===== config.mk =====
export PLATFORM = sky130hd
export DESIGN_NAME = alu_share_ctrl
export DESIGN_NICKNAME = d
export VERILOG_FILES = /design/src/rtl/alu_pkg.sv /design/src/rtl/rr_arb2.sv /design/src/rtl/alu_share_ctrl.sv
export SDC_FILE = /design/constraint.sdc
export NUM_CORES = 1
export LEC_CHECK = 0
export CAP_MARGIN = 5
export CORE_ASPECT_RATIO = 1.25
export CORE_MARGIN = 3
export CORE_UTILIZATION = 33
export DETAILED_ROUTE_END_ITERATION = 10
export PLACE_DENSITY = 0.84
export SLEW_MARGIN = 20
export SYNTH_ARGS = -nofsm -noshare
export SYNTH_HDL_FRONTEND = slang
export SYNTH_SLANG_ARGS = --single-unit

===== constraint.sdc =====
create_clock -name Clk -period 1.3 [get_ports Clk]
set_input_delay 0.26 -clock Clk [delete_from_list [all_inputs] [get_ports Clk]]
set_output_delay 0.26 -clock Clk [all_outputs]
set_load 0.05 [all_outputs]

===== src/rtl/alu_pkg.sv =====
// Op codes and controller state encoding shared by the ALU-sharing controller,
// its arbiter and the ALU that sits beside it.
package alu_pkg;

  localparam logic [5:0] ALU_OP_ADD = 6'b000000;
  localparam logic [5:0] ALU_OP_SUB = 6'b100010;
  localparam logic [5:0] ALU_OP_MUL = 6'b011000;
  localparam logic [5:0] ALU_OP_AND = 6'b100100;
  localparam logic [5:0] ALU_OP_OR  = 6'b100101;

  typedef enum logic [1:0] {
    IDLE = 2'd0,
    EXEC = 2'd1,
    RESP = 2'd2
  } ctrl_state_e;

  function automatic logic isMulOp(input logic [5:0] op);
    return op == ALU_OP_MUL;
  endfunction

endpackage


===== src/rtl/rr_arb2.sv =====
// Two-way round-robin arbiter: grants the only valid requester, or the one
// that did not win last time when both are valid. Purely combinational.
module rr_arb2 (
  input  logic       valid0_i,
  input  logic       valid1_i,
  input  logic       lastGrant_i,
  output logic [1:0] grant_o
);

  always_comb begin
    grant_o = 2'b00;
    if (valid0_i && valid1_i) begin
      grant_o = lastGrant_i ? 2'b01 : 2'b10;
    end else if (valid0_i) begin
      grant_o = 2'b01;
    end else if (valid1_i) begin
      grant_o = 2'b10;
    end
  end

endmodule


===== src/rtl/alu_share_ctrl.sv =====
// Shares one external ALU between two requesters: round-robin accept, operands
// held for the op's execute time, then a registered result pulse to the owner.
module alu_share_ctrl
  import alu_pkg::*;
#(
  parameter int MUL_CYCLES = 3,
  parameter int DATA_W     = 32
) (
  input  logic              Clk,
  input  logic              Reset,
  input  logic              Req0_Valid,
  input  logic [5:0]        Req0_Op,
  input  logic [DATA_W-1:0] Req0_A,
  input  logic [DATA_W-1:0] Req0_B,
  output logic              Req0_Ready,
  input  logic              Req1_Valid,
  input  logic [5:0]        Req1_Op,
  input  logic [DATA_W-1:0] Req1_A,
  input  logic [DATA_W-1:0] Req1_B,
  output logic              Req1_Ready,
  output logic              Rsp0_Valid,
  output logic              Rsp1_Valid,
  output logic [DATA_W-1:0] Rsp_Result,
  output logic              Rsp_Zero,
  output logic              Busy,
  output logic [5:0]        ALU_Control,
  output logic [DATA_W-1:0] ALU_A,
  output logic [DATA_W-1:0] ALU_B,
  input  logic [DATA_W-1:0] ALU_Result,
  input  logic              ALU_Zero
);

  localparam int MulEff = (MUL_CYCLES < 1) ? 1 : MUL_CYCLES;
  localparam int CntW   = (MulEff > 1) ? $clog2(MulEff) : 1;
  localparam logic [CntW-1:0] MulLoad = CntW'(MulEff - 1);

  ctrl_state_e       state_q, state_d;
  logic [CntW-1:0]   count_q, count_d;
  logic              lastGrant_q, lastGrant_d;
  logic              owner_q, owner_d;
  logic [5:0]        aluCtrl_q, aluCtrl_d;
  logic [DATA_W-1:0] aluA_q, aluA_d;
  logic [DATA_W-1:0] aluB_q, aluB_d;
  logic [DATA_W-1:0] rspResult_q, rspResult_d;
  logic              rspZero_q, rspZero_d;
  logic              rsp0Valid_q, rsp0Valid_d;
  logic              rsp1Valid_q, rsp1Valid_d;

  logic [1:0]        grant;
  logic              accept0, accept1;
  logic [5:0]        selOp;
  logic [DATA_W-1:0] selA, selB;

  rr_arb2 u_arb (
    .valid0_i    (Req0_Valid),
    .valid1_i    (Req1_Valid),
    .lastGrant_i (lastGrant_q),
    .grant_o     (grant)
  );

  always_ff @(posedge Clk) begin
    if (!Reset) begin
      state_q     <= IDLE;
      count_q     <= '0;
      lastGrant_q <= 1'b1;
      owner_q     <= 1'b0;
      aluCtrl_q   <= '0;
      aluA_q      <= '0;
      aluB_q      <= '0;
      rspResult_q <= '0;
      rspZero_q   <= 1'b0;
      rsp0Valid_q <= 1'b0;
      rsp1Valid_q <= 1'b0;
    end else begin
      state_q     <= state_d;
      count_q     <= count_d;
      lastGrant_q <= lastGrant_d;
      owner_q     <= owner_d;
      aluCtrl_q   <= aluCtrl_d;
      aluA_q      <= aluA_d;
      aluB_q      <= aluB_d;
      rspResult_q <= rspResult_d;
      rspZero_q   <= rspZero_d;
      rsp0Valid_q <= rsp0Valid_d;
      rsp1Valid_q <= rsp1Valid_d;
    end
  end

  assign accept0 = Req0_Valid && Req0_Ready;
  assign accept1 = Req1_Valid && Req1_Ready;
  assign selOp   = accept1 ? Req1_Op : Req0_Op;
  assign selA    = accept1 ? Req1_A  : Req0_A;
  assign selB    = accept1 ? Req1_B  : Req0_B;

  // The response pulse is registered out of the RESP cycle, so a reset taken
  // in EXEC or RESP drops the transaction before any pulse becomes visible.
  always_comb begin
    state_d     = state_q;
    count_d     = count_q;
    lastGrant_d = lastGrant_q;
    owner_d     = owner_q;
    aluCtrl_d   = aluCtrl_q;
    aluA_d      = aluA_q;
    aluB_d      = aluB_q;
    rspResult_d = rspResult_q;
    rspZero_d   = rspZero_q;
    rsp0Valid_d = (state_q == RESP) && !owner_q;
    rsp1Valid_d = (state_q == RESP) && owner_q;

    case (state_q)
      IDLE, RESP: begin
        if (accept0 || accept1) begin
          state_d     = EXEC;
          aluCtrl_d   = selOp;
          aluA_d      = selA;
          aluB_d      = selB;
          owner_d     = accept1;
          lastGrant_d = accept1;
          count_d     = isMulOp(selOp) ? MulLoad : '0;
        end else begin
          state_d = IDLE;
        end
      end
      EXEC: begin
        if (count_q != '0) begin
          count_d = count_q - CntW'(1);
        end else begin
          rspResult_d = ALU_Result;
          rspZero_d   = ALU_Zero;
          state_d     = RESP;
        end
      end
      default: state_d = IDLE;
    endcase
  end

  always_comb begin
    Busy       = (state_q == EXEC);
    Req0_Ready = (state_q != EXEC) && grant[0];
    Req1_Ready = (state_q != EXEC) && grant[1];
  end

  assign ALU_Control = aluCtrl_q;
  assign ALU_A       = aluA_q;
  assign ALU_B       = aluB_q;
  assign Rsp_Result  = rspResult_q;
  assign Rsp_Zero    = rspZero_q;
  assign Rsp0_Valid  = rsp0Valid_q;
  assign Rsp1_Valid  = rsp1Valid_q;

endmodule


==> impl_metrics.csv, run 1 <==
group,metric,value,unit
status,status,"finished with violations",
status,violations,"negative setup slack",
route,wl,25890,um
critical_path,critPathKind,"reg -> reg",
floorplan,die_h,135.9,um
sta,final_max_slew_viol_count,0,
critical_path,cp-start-kind,"flop",
global_route,grt_pass1_wl,29660,um
route,drt-pass1-iter-count,5,
clock_network,h-tree-depth,3,
floorplan,start_util,34.38,%
sta,fmax,624.0,MHz
route,drtAntennaViolNets,0,
flow_run,max_cap_violations,0,
critical_path,r2r-start,"state_q[1]$_SDFFE_PN0P_",
critical_path,worstSetupEndpointType,"flop",
floorplan,coreArea,12950,um2
finish,most-common-layout-cells,"clkdlybuf4s50_1 (169), buf_12 (127), dfxtp_1 (108)",
route,vias,5991,
critical_path,arrival,1.87,ns
clock_network,tritoncts,"yes",
logic_synthesis,yosys_warnings,0,
logic_synthesis,synth_area,4452,um2
critical_path,max_stage_delay,0.33,ns
finish,multi_input_area,2983,um2
floorplan,die_w,109.9,um
sta,timing.final.ws_setup,-0.3027,ns
pwr,p_per_area,1104,nW/um2
clock_network,cts_buffer_depth,2,
sta,period_minus_slack,1.603,ns
placed_design,place_congestion,0.8163,
global_route,track_usage,26.17,%
finish,antenna_cells,0,
critical_path,worstPathCellList,"nand2b_4, buf_6, buf_6, nor2_4, buf_12, buf_16, nand2_1, a21oi_1",
finish,n_fill_cell,577,
sta,finalClockSkew,0.01095,ns
global_route,antenna_found_initial,0,
floorplan,dieArea,14930,um2
finish,regArea,2226,um2
pwr,p_leak,4.483,nW
worst_hold_path,hold_depth,3,
sta,finalCritPeriodShare,123.3,%
worst_hold_path,worst_hold_path_type,"in -> reg",
route,drc_errors,0,
finish,layout_commonest_cell,"clkdlybuf4s50_1",
global_route,grt_max_degree,66,
clock_network,cts_buffers,9,
logic_synthesis,syn-mean-instance-area,7.702,um2
logic_synthesis,synth_nets,756,
critical_path,crit_fanout,8,
global_route,grt_pass1_vias,5632,
critical_path,cp.buffers_inverters,4,
placed_design,port_buffers,284,
critical_path,reg2reg_depth,8,
sta,setup_viol_count_final,107,
clock_network,hold_buffers,0,
logic_synthesis,syn_inst,578,
clock_network,cts_root_buf,"clkbuf_16",
critical_path,r2r_slack,-0.30,ns
placed_design,post-place-ws,-0.6900,ns
sta,tightest_slew,0.5786,ns
critical_path,cp_slowest_cell,"dfxtp_2",
sta,tns,-18.94,ns
critical_path,worstReg2RegEnd,"Rsp_Result[27]$_SDFFE_PN0P_",
sta,max_slew_margin,61.07,%
worst_hold_path,min_to,"ALU_Control[1]$_SDFFE_PN0P_",
sta,grt_setup_unrepaired,"true",
floorplan,num_io_pins,285,
route,drt_iter0_drc,322,
sta,holdWs,0.2516,ns
clock_network,cts_sinks,111,
sta,finalHoldViolCount,0,
placed_design,dp_hpwl,12560,um
finish,final_core_util,84.81,%
logic_synthesis,synth-seq-area-share,49.92,%
critical_path,cpMostUsedCell,"buf_6",
global_route,grt_overflow,0,
critical_path,required,1.57,ns
clock_network,clkSlewWorstSetupHoldPaths,0.08,ns
finish,nets,1077,
worst_hold_path,holdCritStartpoint,"Req1_Op[1]",
route,viasPerCell,5.589,
route,drt-wirelength-per-cell,24.15,um
finish,area_growth,146.7,%
finish,drive_above_1_share,42.70,%
floorplan,rows,46,
logic_synthesis,ys_ff_latch,111,
finish,design_area,10980,um2
clock_network,clock_latency,0.35,ns
logic_synthesis,synthDistinctLibCells,29,
placed_design,placed_area,8685,um2
critical_path,crit_family,"buffers and inverters",
pwr,ir_worst_vdd,939.2,uV
-- cells by family after synthesis --
group / share of synthesized area (%)
simple gates: 19.79
compound gates: 23.24
fa+ha+maj: 0.2810
flops: 49.92
buf+inv: 6.774
-- per-layer routing --
metal / routed length (um) / part of all wire [%] / track usage (%) / up-vias
met5: 0 / 0 / 0 / -
li1: - / - / - / 2630
met3: 2274 / 8.8 / 7.743 / 108
met1: 8481 / 33 / 25.33 / 2853
met4: 1268 / 4.9 / 12.89 / 0
met2: 13870 / 54 / 49.16 / 400
-- worst max-delay path by stage --
stage | from | endpoint | cells after the start
floorplan | state_q[0]$_SDFFE_PN0P_ | ALU_A[19]$_SDFFE_PN0P_ | 5
global placement | Req0_Valid | ALU_A[2]$_SDFFE_PN0P_ | 6
detailed placement | Req1_Valid | ALU_A[28]$_SDFFE_PN0P_ | 6
CTS | lastGrant_q$_SDFFE_PN1P_ | Req1_Ready | 4
global route | state_q[1]$_SDFFE_PN0P_ | Rsp_Result[27]$_SDFFE_PN0P_ | 8
finish | state_q[1]$_SDFFE_PN0P_ | Rsp_Result[27]$_SDFFE_PN0P_ | 8
-- tightest hold or removal path, cell delays in order --
cell and delay [ns]:
dlymetal6s2s_1 0.15, nand2_1 0.07, a31oi_1 0.07
-- repair_timing --
action / in CTS / in global routing
pin swaps: 36 / 187
gates cloned: 13 / 12
setup buffers: 11 / 13
endpoints found under the setup margin: 107 / 108
resized for setup: 89 / 227
-- area by class of cell --
| class | count | share of cell area [%] |
|---|---|---|
| multi-input cells | 411 | 27.16 |
| clock buffers | 12 | 2.244 |
| repair buffers | 359 | 47.33 |
| clock inverters | 4 | 0.7063 |
| inverters | 7 | 0.3759 |
| flip-flops and latches | 111 | 20.27 |
| well taps | 168 | 1.914 |
-- Yosys cell counts --
cell type	n	area share, %
a221o_1	1	0.22
nor3_1	2	0.22
inv_2	3	0.25
inv_8	1	0.25
nor4_1	2	0.28
o21ai_0	61	6.9
a41oi_1	1	0.20
or4_1	1	0.17
nand2_1	208	18
nand2b_2	1	0.20
buf_6	8	2.0
buf_4	1	0.17
a21oi_1	36	4.0
nand2b_1	2	0.28
o21ba_1	1	0.22
nor2_1	8	0.67
a21oi_2	1	0.20
inv_1	3	0.25
buf_2	16	1.8
nor4b_1	1	0.20
clkbuf_1	24	2.0
o22ai_1	1	0.14
and4b_1	1	0.22
a31oi_1	70	9.8
ha_1	1	0.28
a21bo_1	1	0.22
o21ai_1	10	1.1
o211ai_1	1	0.17
dfxtp_1	111	50
-- registers in the layout (all words and copies together), names as in the netlist --
signal,cells
owner_q,1
state_q,2
Rsp_Result,32
count_q,2
ALU_Control,6
lastGrant_q,1
Rsp_Zero,1
Rsp1_Valid,1
Rsp0_Valid,1
ALU_B,32
ALU_A,32
-- report_power, final --
| part | switching, mW | internal, mW |
|---|---|---|
| Clock | 1.34 | 1.76 |
| Sequential | 0.337 | 3.70 |
| Combinational | 2.50 | 2.48 |
-- stage by stage --
stage	instances	total power [mW]
after floorplan	578	5.656
after global placement	1013	7.798
after detailed placement	1013	7.863
after CTS	1053	11.32
after global routing	1072	12.44
final	1072	12.12
No activity file was read; power rests on OpenSTA's default activity.
==> inputs of run 2 (changes only) <==
Settings changed: CAP_MARGIN 5 to 20.
==> results of run 2 <==
No change in the layout: final DEF, timing and power equal those of run 1.
==> inputs of run 3 (changes only) <==
--- a/config.mk
+++ b/config.mk
@@ -8,7 +8,7 @@
 export CAP_MARGIN = 20
-export CORE_ASPECT_RATIO = 1.25
-export CORE_MARGIN = 3
-export CORE_UTILIZATION = 33
+export CORE_AREA = 3 3 109 111
 export DETAILED_ROUTE_END_ITERATION = 10
-export PLACE_DENSITY = 0.84
+export DIE_AREA = 0 0 112 114
+export DONT_BUFFER_PORTS = 1
+export PLACE_DENSITY = 0.63
 export SLEW_MARGIN = 20
==> constraint.sdc (replaced) <==
create_clock -name Clk -period 1.3 [get_ports Clk]
set_input_delay 0.195 -clock Clk [delete_from_list [all_inputs] [get_ports Clk]]
set_output_delay 0.195 -clock Clk [all_outputs]
set_load 0.05 [all_outputs]
==> run 3 against run 2 <==
Effect of this change: the run ends with negative hold slack, negative setup slack left; combinational power shrank 30%; critical path depth up 1; global-route usage fell by 2.7 points; wire length fell by 22%; sequential share of layout area up 6.8 points; sequential power fell by 4%; clock power shrank 37%; clock skew increased by 0.0032 ns; cell count down 9.9%; total power is 23% lower; critical path type unchanged; highest routed layer unchanged.
==> impl_metrics.csv, run 3 (synthesis results as in run 1) <==
group,metric,value,unit
clock_network,tritoncts,"yes",
clock_network,clkSlewWorstSetupHoldPaths,0.11,ns
route,drc_errors,0,
status,status,"finished with violations",
floorplan,coreArea,10890,um2
sta,tns,-14.79,ns
finish,final_core_util,75.43,%
worst_hold_path,worst_hold_path_type,"in -> reg",
placed_design,placed_area,5441,um2
clock_network,h-tree-depth,3,
clock_network,clock_latency,0.39,ns
pwr,p_leak,3.672,nW
route,vias,5461,
global_route,grt_pass1_wl,24260,um
route,drt-wirelength-per-cell,20.81,um
global_route,track_usage,23.46,%
sta,finalClockSkew,0.01411,ns
floorplan,die_w,112,um
global_route,grt_max_degree,74,
placed_design,place_inst,794,
critical_path,crit_fanout,8,
clock_network,cts_root_buf,"clkbuf_8",
critical_path,critPathKind,"reg -> reg",
route,wl,20100,um
sta,holdWs,-0.04973,ns
critical_path,worstSetupEndpointType,"flop",
sta,max_slew_margin,63.72,%
route,viasPerCell,5.653,
sta,grt_setup_unrepaired,"true",
placed_design,port_buffers,0,
floorplan,num_io_pins,285,
finish,area_growth,84.49,%
sta,period_minus_slack,1.546,ns
flow_run,max_cap_violations,0,
floorplan,rows,38,
clock_network,cts_sinks,111,
global_route,grt_pass1_vias,4930,
finish,design_area,8213,um2
sta,tightest_slew,0.5434,ns
critical_path,arrival,1.86,ns
sta,fmax,646.6,MHz
route,drt_iter0_drc,468,
global_route,antenna_found_initial,0,
critical_path,required,1.61,ns
pwr,ir_worst_vdd,825.9,uV
sta,timing.final.ws_setup,-0.2465,ns
finish,drive_above_1_share,37.65,%
route,drt-pass1-iter-count,7,
finish,most-common-layout-cells,"dlygate4sd3_1 (125), nand2_1 (120), buf_4 (113)",
sta,finalCritPeriodShare,119.0,%
status,violations,"negative hold slack, negative setup slack",
critical_path,cp-start-kind,"flop",
placed_design,dp_hpwl,9571,um
finish,final_cell_count_no_fill,966,
finish,antenna_cells,0,
clock_network,cts_buffer_depth,2,
placed_design,place_congestion,0.8614,
global_route,grt_overflow,0,
critical_path,r2r_slack,-0.25,ns
route,drtAntennaViolNets,0,
sta,final_max_slew_viol_count,0,
pwr,p_per_area,1136,nW/um2
sta,finalHoldViolCount,49,
sta,setup_viol_count_final,102,
finish,layout_commonest_cell,"dlygate4sd3_1",
floorplan,dieArea,12770,um2
clock_network,cts_buffers,9,
finish,nets,999,
floorplan,die_h,114,um
floorplan,start_util,40.89,%
==> run 3: worst paths after layout <==
check,startpoint,end,cells after the start
setup reg to reg,lastGrant_q$_SDFFE_PN1P_,ALU_A[4]$_SDFFE_PN0P_,9
hold reg to reg,Rsp_Result[27]$_SDFFE_PN0P_,Rsp_Result[27]$_SDFFE_PN0P_,2
setup / recovery,lastGrant_q$_SDFFE_PN1P_,ALU_A[4]$_SDFFE_PN0P_,9
hold / removal,Reset,ALU_A[19]$_SDFFE_PN0P_,2
==> run 3: layout make-up <==
type	instances	area (um2)
well taps	140	175.2
flip-flops and latches	111	2226
clock inverters	6	45.04
repair buffers	281	2938
clock buffers	10	127.6
inverters	7	41.29
multi-input cells	411	2660
fillers	645	2675
==> run 3: per-stage QoR <==
step	setup slack, ns	total power [mW]
after floorplan	-0.01616	5.656
after global placement	-0.06072	6.305
after global routing	-0.3383	9.643
final	-0.2465	9.326
after detailed placement	-0.1124	6.351
after CTS	-0.2477	8.572
==> run 3: worst max-delay path: stages (launching register included) <==
cell and delay, ns:
dfxtp_2 0.33, a21bo_1 0.17, nand2b_4 0.17, inv_8 0.07
buf_12 0.09, buf_12 0.13, buf_12 0.12, buf_16 0.13
nand2_1 0.07, a31oi_1 0.20
==> run 3: power by group <==
group | switching, mW | leakage (nW) | internal, mW
clock | 1.24 | 0.0910 | 0.714
combinational | 2.15 | 2.66 | 1.34
sequential | 0.175 | 0.918 | 3.70
total | 3.57 | 3.67 | 5.76
==> run 3: per-layer routing <==
metal	global-route usage, %	vias to the layer above	wire length, um
met5	0	-	0
met4	8.974	0	663
met3	6.950	65	1753
met2	41.89	368	10310
met1	26.44	2566	7376
li1	-	2462	-
==> run 3: what timing repair did <==
action,4_1_cts,5_1_grt
gates cloned,4,11
buffers inserted,4,14
hold buffers,70,55
pin swaps,1,168
setup endpoints to repair,82,107
hold endpoints to repair,106,71
resized for setup,22,208
